<file path="src/rtl/norm_pkg.sv">
// rtl/norm_pkg.sv - shared width helpers, FSM states and saturation limit for the layer-norm stages
package norm_pkg;

  localparam int DEF_IL = 4;
  localparam int DEF_FL = 16;

  function automatic int calc_w(input int il, input int fl);
    return il + fl;
  endfunction

  function automatic int calc_acc_w(input int il, input int fl);
    return 2 * (il + fl) + 4;
  endfunction

  function automatic longint unsigned max_pos(input int w);
    return (64'd1 << (w - 1)) - 64'd1;
  endfunction

  localparam longint unsigned MAX_POS = max_pos(calc_w(DEF_IL, DEF_FL));

  typedef enum logic [1:0] {IDLE, ACCUM, DIVIDE, DONE} state_e;

endpackage

</file>
<file path="src/rtl/seq_divider.sv">
// rtl/seq_divider.sv - restoring unsigned divider, one quotient bit per cycle, MSB first
module seq_divider #(
  parameter int DW = 44
) (
  input  logic          clk,
  input  logic          rst_n,
  input  logic          load,
  input  logic [DW-1:0] dividend,
  input  logic [3:0]    divisor,
  output logic [DW-1:0] quotient,
  output logic          ready
);
  localparam int CW = $clog2(DW);

  logic [DW-1:0] quot_q, quot_d, src_quot;
  logic [3:0]    rem_q, rem_d, dsr_q, dsr_d, src_rem, src_dsr, step_rem;
  logic [4:0]    trial;
  logic          step_bit;
  logic [CW-1:0] cnt_q, cnt_d;
  logic          ready_q, ready_d;

  // The load cycle already retires the first quotient bit, so DW bits finish DW-1 cycles later.
  always_comb begin
    src_rem  = load ? 4'd0 : rem_q;
    src_quot = load ? dividend : quot_q;
    src_dsr  = load ? divisor : dsr_q;
    trial    = {src_rem, src_quot[DW-1]};
    step_bit = (trial >= {1'b0, src_dsr});
    step_rem = step_bit ? 4'(trial - {1'b0, src_dsr}) : trial[3:0];

    rem_d   = rem_q;
    quot_d  = quot_q;
    dsr_d   = dsr_q;
    cnt_d   = cnt_q;
    ready_d = ready_q;
    if (load) begin
      rem_d   = step_rem;
      quot_d  = {src_quot[DW-2:0], step_bit};
      dsr_d   = divisor;
      cnt_d   = CW'(DW - 1);
      ready_d = 1'b0;
    end else if (cnt_q != '0) begin
      rem_d   = step_rem;
      quot_d  = {src_quot[DW-2:0], step_bit};
      cnt_d   = cnt_q - 1'b1;
      ready_d = (cnt_q == CW'(1));
    end
  end

  always_ff @(posedge clk) begin
    if (!rst_n) begin
      rem_q   <= '0;
      quot_q  <= '0;
      dsr_q   <= '0;
      cnt_q   <= '0;
      ready_q <= 1'b0;
    end else begin
      rem_q   <= rem_d;
      quot_q  <= quot_d;
      dsr_q   <= dsr_d;
      cnt_q   <= cnt_d;
      ready_q <= ready_d;
    end
  end

  assign quotient = quot_q;
  assign ready    = ready_q;

endmodule

</file>
<file path="src/rtl/variance_seq.sv">
// rtl/variance_seq.sv - population variance of a batch vector: one element per cycle, then a serial divide
module variance_seq
  import norm_pkg::*;
#(
  parameter int IL   = DEF_IL,
  parameter int FL   = DEF_FL,
  parameter int size = 16
) (
  input  logic                       clk,
  input  logic                       rst_n,
  input  logic                       start,
  input  logic [size-1:0][IL+FL-1:0] batch,
  input  logic [IL+FL-1:0]           mean_in,
  input  logic [3:0]                 num,
  output logic [IL+FL-1:0]           var_out,
  output logic                       busy,
  output logic                       done
);
  localparam int W     = calc_w(IL, FL);
  localparam int ACC_W = calc_acc_w(IL, FL);
  // MAX_POS covers the datapath format; any other format derives its own limit.
  localparam logic [ACC_W-1:0] SAT = (W == calc_w(DEF_IL, DEF_FL)) ? ACC_W'(MAX_POS)
                                                                    : ACC_W'(max_pos(W));

  state_e                    state_q, state_d;
  logic [size-1:0][W-1:0]    batch_q, batch_d;
  logic [W-1:0]              mean_q, mean_d, var_q, var_d;
  logic [3:0]                num_q, num_d, idx_q, idx_d;
  logic [ACC_W-1:0]          acc_q, acc_d, sq_acc, quot;
  logic                      done_q, done_d, busy_q, busy_d;
  logic                      div_load, div_ready;
  logic [W:0]                diff;
  logic signed [2*W+1:0]     diff_x;
  logic [2*W+1:0]            sq;

  always_comb begin
    diff   = {batch_q[idx_q][W-1], batch_q[idx_q]} - {mean_q[W-1], mean_q};
    diff_x = {{(W+1){diff[W]}}, diff};
    sq     = diff_x * diff_x;
    sq_acc = ACC_W'(sq >> FL);

    state_d  = state_q;
    batch_d  = batch_q;
    mean_d   = mean_q;
    num_d    = num_q;
    idx_d    = idx_q;
    acc_d    = acc_q;
    var_d    = var_q;
    done_d   = 1'b0;
    div_load = 1'b0;
    case (state_q)
      IDLE: if (start) begin
        batch_d = batch;
        mean_d  = mean_in;
        num_d   = num;
        acc_d   = '0;
        idx_d   = '0;
        state_d = (num == 4'd0) ? DONE : ACCUM;
      end
      ACCUM: begin
        acc_d = acc_q + sq_acc;
        idx_d = idx_q + 4'd1;
        if (idx_q == num_q - 4'd1) begin
          state_d  = DIVIDE;
          div_load = 1'b1;
        end
      end
      DIVIDE: if (div_ready) state_d = DONE;
      DONE: begin
        state_d = IDLE;
        done_d  = 1'b1;
        if (num_q == 4'd0) var_d = '0;
        else               var_d = (quot > SAT) ? SAT[W-1:0] : quot[W-1:0];
      end
      default: state_d = IDLE;
    endcase
    busy_d = (state_d != IDLE);
  end

  always_ff @(posedge clk) begin
    if (!rst_n) begin
      state_q <= IDLE;
      batch_q <= '0;
      mean_q  <= '0;
      num_q   <= '0;
      idx_q   <= '0;
      acc_q   <= '0;
      var_q   <= '0;
      done_q  <= 1'b0;
      busy_q  <= 1'b0;
    end else begin
      state_q <= state_d;
      batch_q <= batch_d;
      mean_q  <= mean_d;
      num_q   <= num_d;
      idx_q   <= idx_d;
      acc_q   <= acc_d;
      var_q   <= var_d;
      done_q  <= done_d;
      busy_q  <= busy_d;
    end
  end

  seq_divider #(.DW(ACC_W)) u_div (
    .clk      (clk),
    .rst_n    (rst_n),
    .load     (div_load),
    .dividend (acc_d),
    .divisor  (num_q),
    .quotient (quot),
    .ready    (div_ready)
  );

  assign var_out = var_q;
  assign busy    = busy_q;
  assign done    = done_q;

endmodule

</file>
<file path="config.mk">
export PLATFORM = sky130hd
export DESIGN_NAME = variance_seq
export DESIGN_NICKNAME = d
export VERILOG_FILES = /design/src/rtl/norm_pkg.sv /design/src/rtl/seq_divider.sv /design/src/rtl/variance_seq.sv
export SDC_FILE = /design/constraint.sdc
export NUM_CORES = 2
export LEC_CHECK = 0
export ABC_AREA = 1
export CAP_MARGIN = 15
export CORE_MARGIN = 3
export CORE_UTILIZATION = 50
export CTS_CLUSTER_SIZE = 10
export DETAILED_ROUTE_END_ITERATION = 12
export PLACE_DENSITY = 0.76
export SETUP_SLACK_MARGIN = 0.5
export SYNTH_ARGS = -nofsm -noshare
export SYNTH_HDL_FRONTEND = slang
export SYNTH_SLANG_ARGS = --single-unit
</file>
<file path="constraint.sdc">
create_clock -name clk -period 10.28 [get_ports clk]
set_clock_uncertainty 0.1 [all_clocks]
set_input_delay 1.028 -clock clk [delete_from_list [all_inputs] [get_ports clk]]
set_output_delay 1.028 -clock clk [all_outputs]
set_load 0.05 [all_outputs]
</file>
### Yosys cells after proc, flatten, opt, wreduce, memory -nomap -nowiden

Index checks and enable logic that the tools add are counted.

| storage, ports and cells | value |
|---|---|
| bits in registers | 475 |
| bits in latches | 0 |
| memory bits (writable) | 0 |
| memory bits (read-only) | 0 |
| bits of input ports | 347 |
| output and inout port bits | 22 |
| logic and storage cells | 83 |
| memories kept | 0 |

| cells by class | value |
|---|---|
| add/subtract/negate cells | 6 |
| multipliers | 1 |
| divide/modulo/power cells | 0 |
| order comparisons | 3 |
| eq/ne operators | 6 |
| shift operators | 0 |
| multiplexer cells | 26 |
| bitwise operators | 1 |
| reduce and logical (&&, ||, !) cells | 10 |

Operators with widths:

| cell | number |
|---|---|
| 44-bit 2-to-1 mux | 4 |
| 44-bit case mux with 2 select lines | 1 |
| 20-bit binary-select mux with 4-bit select | 1 |
| 20-bit 2-to-1 mux | 3 |
| 44-bit by 26-bit adder with 44-bit output | 1 |
| 44-bit by 19-bit > comparator with 1-bit output (second input constant) | 1 |
| 21-bit by 21-bit multiplier with 42-bit output | 1 |
| 4-bit 2-to-1 mux | 6 |
| 20-bit by 20-bit subtractor with 21-bit output | 1 |
| 6-bit 2-to-1 mux | 2 |
| 4-bit zero test | 2 |
| 2-bit 2-to-1 mux | 4 |
| 2-bit case mux with 4 select lines | 1 |
| 4-bit case mux with 2 select lines | 1 |
| 6-bit by 1-bit == test with 1-bit output (second input constant) | 1 |
| 2-bit nonzero test | 3 |
| 6-bit nonzero test | 1 |
| 6-bit by 1-bit subtractor with 6-bit output (second input constant) | 1 |
| 5-bit by 4-bit >= comparator with 1-bit output | 1 |
| 4-bit by 5-bit less-than comparator with 1-bit output (second input constant) | 1 |
| 4-bit by 1-bit adder with 4-bit output (second input constant) | 1 |
| 2-bit == test (second input constant) | 2 |
| 4-bit == test | 1 |
| 2-bit AND reduction | 2 |
| 8 further kinds | 10 |

### Longest topological paths before layout

| logic depth | value |
|---|---|
| depth after elaboration | 11 |
| depth in mapped cells | 68 |
| mapped depth without buffers | 65 |

### Cells and area by module

A second synthesis with hierarchy kept.

| second synthesis, totals | value |
|---|---|
| cells, all modules | 5,113 |
| area total of the unflattened synthesis | 38,210.4 µm² |

By module, submodules not included:

| module | times used | cells each | area each (µm²) | sequential area each (µm²) |
|---|---|---|---|---|
| variance_seq | 1 | 4,779 | 35,574.1 | 8,328.0 |
| seq_divider | 1 | 334 | 2,636.3 | 1,181.1 |

### Worst setup path before layout

OpenSTA, ideal clock, no wires.

| timing | value |
|---|---|
| path kind | flip-flop to flip-flop |
| start point | register idx_q[0] |
| end point | register u_div.rem_q[3] |
| setup time | 0.111 ns |
| data arrival time | 10.809 ns |
| required time | 10.069 ns |
| setup slack | -0.740 ns |
| stages on the path, launching flop included | 60 |
| buffers on the path | 4 |
| period minus slack after synthesis | 11.020 ns |
| cells stage by stage | dfxtp_1 -> clkbuf_1 -> buf_2 -> buf_2 -> mux2i_1 -> o221ai_1 -> o211ai_1 -> nand2_1 -> ha_1 -> nand2_1 -> inv_1 -> nand2_1 -> nor3_1 -> nand4_1 -> nand4_1 -> nand2_2 -> buf_2 -> nor2_1 -> [24 not listed] -> nor2_1 -> nand2_1 -> nor2_1 -> nand2_1 -> nand2_1 -> nand2_1 -> nand2_1 -> nand3_1 -> nand2_1 -> inv_1 -> ha_1 -> nand4_1 -> nor3b_1 -> o21ai_1 -> o21ai_0 -> nand2_1 -> nand3_1 -> inv_1 |

| between the ends | value |
|---|---|
| cells in the longest elaborated chain, start to end | 11 |
| elaborated cells between the ends (all ways) | 18 |
| those cells by class | add/sub (3); mul (1); order compare (1); eq/ne (1); mux (11); reduce/logical (1) |

Ends and longest elaborated chain:

| what | RTL line | source |
|---|---|---|
| from (decl) | variance_seq.sv:28 | `logic [3:0] num_q, num_d, idx_q, idx_d;` |
| from (signal assigned) | variance_seq.sv:96 | `idx_q <= idx_d;` |
| 20-bit binary-select mux with 4-bit select | variance_seq.sv:37 | `diff = {batch_q[idx_q][W-1], batch_q[idx_q]} - {mean_q[W-1], mean_q};` |
| 20-bit 2-to-1 mux (implied by the code) | variance_seq.sv:37 |  |
| 20-bit by 20-bit subtractor with 21-bit output | variance_seq.sv:37 |  |
| 21-bit by 21-bit multiplier with 42-bit output | variance_seq.sv:39 | `sq = diff_x * diff_x;` |
| 44-bit by 26-bit adder with 44-bit output | variance_seq.sv:61 | `acc_d = acc_q + sq_acc;` |
| 44-bit case mux with 2 select lines | variance_seq.sv:51 | `case (state_q)` |
| 44-bit 2-to-1 mux | seq_divider.sv:25 | `src_quot = load ? dividend : quot_q;` |
| 4-bit subtractor / 5-bit by 4-bit >= comparator with 1-bit output (equally long branches) | seq_divider.sv:29, seq_divider.sv:28 |  |
| 4-bit 2-to-1 mux | seq_divider.sv:29 | `step_rem = step_bit ? 4'(trial - {1'b0, src_dsr}) : trial[3:0];` |
| 4-bit 2-to-1 mux | seq_divider.sv:42 | `end else if (cnt_q != '0) begin` |
| 4-bit 2-to-1 mux | seq_divider.sv:36 | `if (load) begin` |
| to (signal assigned) | seq_divider.sv:58 | `rem_q <= rem_d;` |
| to (decl) | seq_divider.sv:16 | `logic [3:0] rem_q, rem_d, dsr_q, dsr_d, src_rem, src_dsr, step_rem;` |

Parallel ways exist; a longest one is shown, timed or not. The select of a mux whose other input is x is not followed.
A chain may end at the register's enable or synchronous reset.

### Worst setup path after layout

Ends and elaborated chain as after synthesis.

==> results.cfg <==
[status]
status = complete, but fails checks
failed_checks = negative setup slack

[setup_path]
crit_path_max_fanout = 9
cp-end-kind = flip-flop
required_ps = 10690
r2r-start = idx_q[0]$_SDFFE_PN0P_
critPathLaunchType = flip-flop
cpMaxStageDelayCell = fa_1
critPathMostFrequentCell = inv_1
critPathMaxStageDelay_ps = 600
r2r.worst_path.cells = 60
critPathBufInv = 18
critPathArrivalTime_ps = 11510
cp-startpoint = idx_q[0]$_SDFFE_PN0P_
rr_endpoint = u_div.rem_q[3]$_SDFFE_PN0P_
worstSetupPathType = reg -> reg
reg2reg_slack_ps = -820
critical-path-top-delay-family = adder cells

[detailed_routing]
via_per_inst = 5.52
first_pass_iters = 8
via_count = 38500
remaining_drc_errors = 0
wl_per_cell_um = 19.2
antenna_left = 0
drtIter0Drc = 3366
routed_wl_mm = 134

[floorplan]
die_w_um = 282
core_um2 = 74900
num_rows = 100
dieArea_um2 = 79600
initial_core_util = 0.509
num_io_pins = 369
die_h_um = 282

[clocking]
clk_pin_slew_ps = 60
ctsHoldBuffers = 0
clock_latency_ps = 620
cts_buffers = 54
clockRootBuffer = clkbuf_16
h-tree-depth = 2
clock_path_buffers = 3
cts_tree = done
clock_sinks = 475

[run]
drv_cap = 0

[grt]
grt_usage = 0.322
grt_pass1_wl_mm = 202
antenna_found_initial = 12
grt_max_degree = 242
grt_pass1_vias = 38300
grt_overflow = 0

[hold_path]
hold_depth = 2
hp-class = reg -> reg
holdCritStartpoint = var_out[19]$_SDFFE_PN0P_
whs_endpoint = var_out[19]$_SDFFE_PN0P_

[final_layout]
flow.area_growth_from_synthesis_pct = 38.8
fillerInstances = 5398
finalNetCount = 6919
seqCellArea_um2 = 9520
multiInputGateArea_um2 = 28000
final_cells = 6969
final_core_util = 0.706
drive_above_1_share = 0.237

[synthesis]
synth_most_common_cell = nor2_1
muxShareOfSynthArea = 0.0144
synth_top_family_by_area = adder cells
syn_avg_cell_area_um2 = 7.43
synth-simple-area-share = 0.208
synthAdderAreaFrac = 0.276
ys_types = 55
synth_compound_area_frac = 0.134
synth_edf_count = 0
synth_top_cells_by_count = 1070 x nor2_1, 770 x inv_1, 700 x nand2_1
synthFlopType = dfxtp_1
async_flop_share = 0
synth-seq-cells = 475
yosysTopAreaCellShare = 0.249
synth_top_cell_by_area = dfxtp_1
synth_fp_nets = 6066
synth_area_um2 = 38100
synth_area_leaders = dfxtp_1 25%, fa_1 22%, nor2_1 11%
synth-seq-area-share = 0.249
syn_inst = 5128
ys_warn_count = 0
synthXorXnorAreaFrac = 0.0151

[timing]
setup_slack_ps = -822
drv_slew = 0
max_freq_mhz = 90.1
setup_viol = 42
hold_viol_final = 0
fin_crit_ps = 11100
slew_headroom = 0.147
tightest_slew_ps = 1280
rsz0062_at_grt = yes
setup_tns_ps = -9330
fin_crit_sh = 1.08

[place]
gp_congestion = 0.968
port_buffers = 368
place_inst = 6787
dp_hpwl_mm = 99.6
[area by class of cell]
cell class	instances	share of cell area
antenna	12	0.000567
clock buffer	58	0.0264
clock inverter	5	0.00222
inverter	781	0.0565
multi-input combinational	3622	0.529
sequential	475	0.180
tap	969	0.0229
timing repair buffer	1047	0.182
[worst reg2reg max path, delay by kind of cell, from the launching register on]
family,cells,cell delay [ps]
buffers and inverters,18,1910
AND/OR/NAND/NOR,19,1790
adder cells (fa/ha/maj),11,4620
XOR/XNOR,2,440
AO/OA/AOI/OAI,9,1420
flip-flops,1,460
multiplexers,1,260
[repair_timing]
action	4_1_cts	5_1_grt
gates resized for setup	273	509
endpoints found under the setup margin	90	90
gates cloned	6	4
pin swaps	83	172
buffers inserted	38	58
[layer usage]
| layer | track usage | up-vias | routed length (um) |
|---|---|---|---|
| met5 | 0 | - | 0 |
| met4 | 0.156 | 0 | 7980 |
| met3 | 0.0479 | 472 | 9930 |
| met2 | 0.558 | 1744 | 65200 |
| met1 | 0.395 | 18500 | 50500 |
| li1 | - | 17800 | - |
[sequential cells by signal (all words and copies together) (netlist names)]
name / count
acc_q: 44
state_q: 2
u_div.cnt_q: 6
idx_q: 4
u_div.quotient: 44
u_div.ready: 1
busy: 1
batch_q: 320
done: 1
var_out: 20
u_div.dsr_q: 4
num_q: 4
mean_q: 20
u_div.rem_q: 4
[cell families after synthesis]
logic type | count (synthesis)
AND/OR/NAND/NOR | 1999
buffers and inverters | 1031
AO/OA/AOI/OAI | 916
adder cells (fa/ha/maj) | 591
flip-flops | 475
XOR/XNOR | 61
multiplexers | 55
[per-stage QoR]
stage,setup WS (ps),instance area (um^2),hold WS (ps)
floorplan,416,39000,335
global placement,-991,47400,330
detailed placement,-1060,47400,337
CTS,-576,50400,348
global route,-1350,52900,364
finish,-822,52900,349
[worst max-delay path by stage]
stage	to	slack [ps]	cells after the start
floorplan	u_div.rem_q[0]$_SDFFE_PN0P_	420	59
global placement	u_div.rem_q[3]$_SDFFE_PN0P_	-990	62
detailed placement	u_div.rem_q[0]$_SDFFE_PN0P_	-1060	55
CTS	u_div.rem_q[3]$_SDFFE_PN0P_	-580	63
global route	u_div.rem_q[2]$_SDFFE_PN0P_	-1350	60
finish	u_div.rem_q[3]$_SDFFE_PN0P_	-820	60
[cells in the final DEF (no fill, tap or decap), types with 80 or more instances in the layout]
cell             netlist  routed
clkdlybuf4s50_1        0     367
dfxtp_1              475     472
inv_1                770     714
a21oi_1              180     113
nor2_2                 4      88
o21ai_0              555     481
ha_1                 174     112
nand2_2                5     122
nand3_1              117      80
nand2_1              700     547
buf_4                  4     578
nor2_1              1070     956
fa_1                 417     392
Power is left out: the tool's default activity adds up to more than one toggle a clock period on the data nets, which glitch-free logic cannot reach.
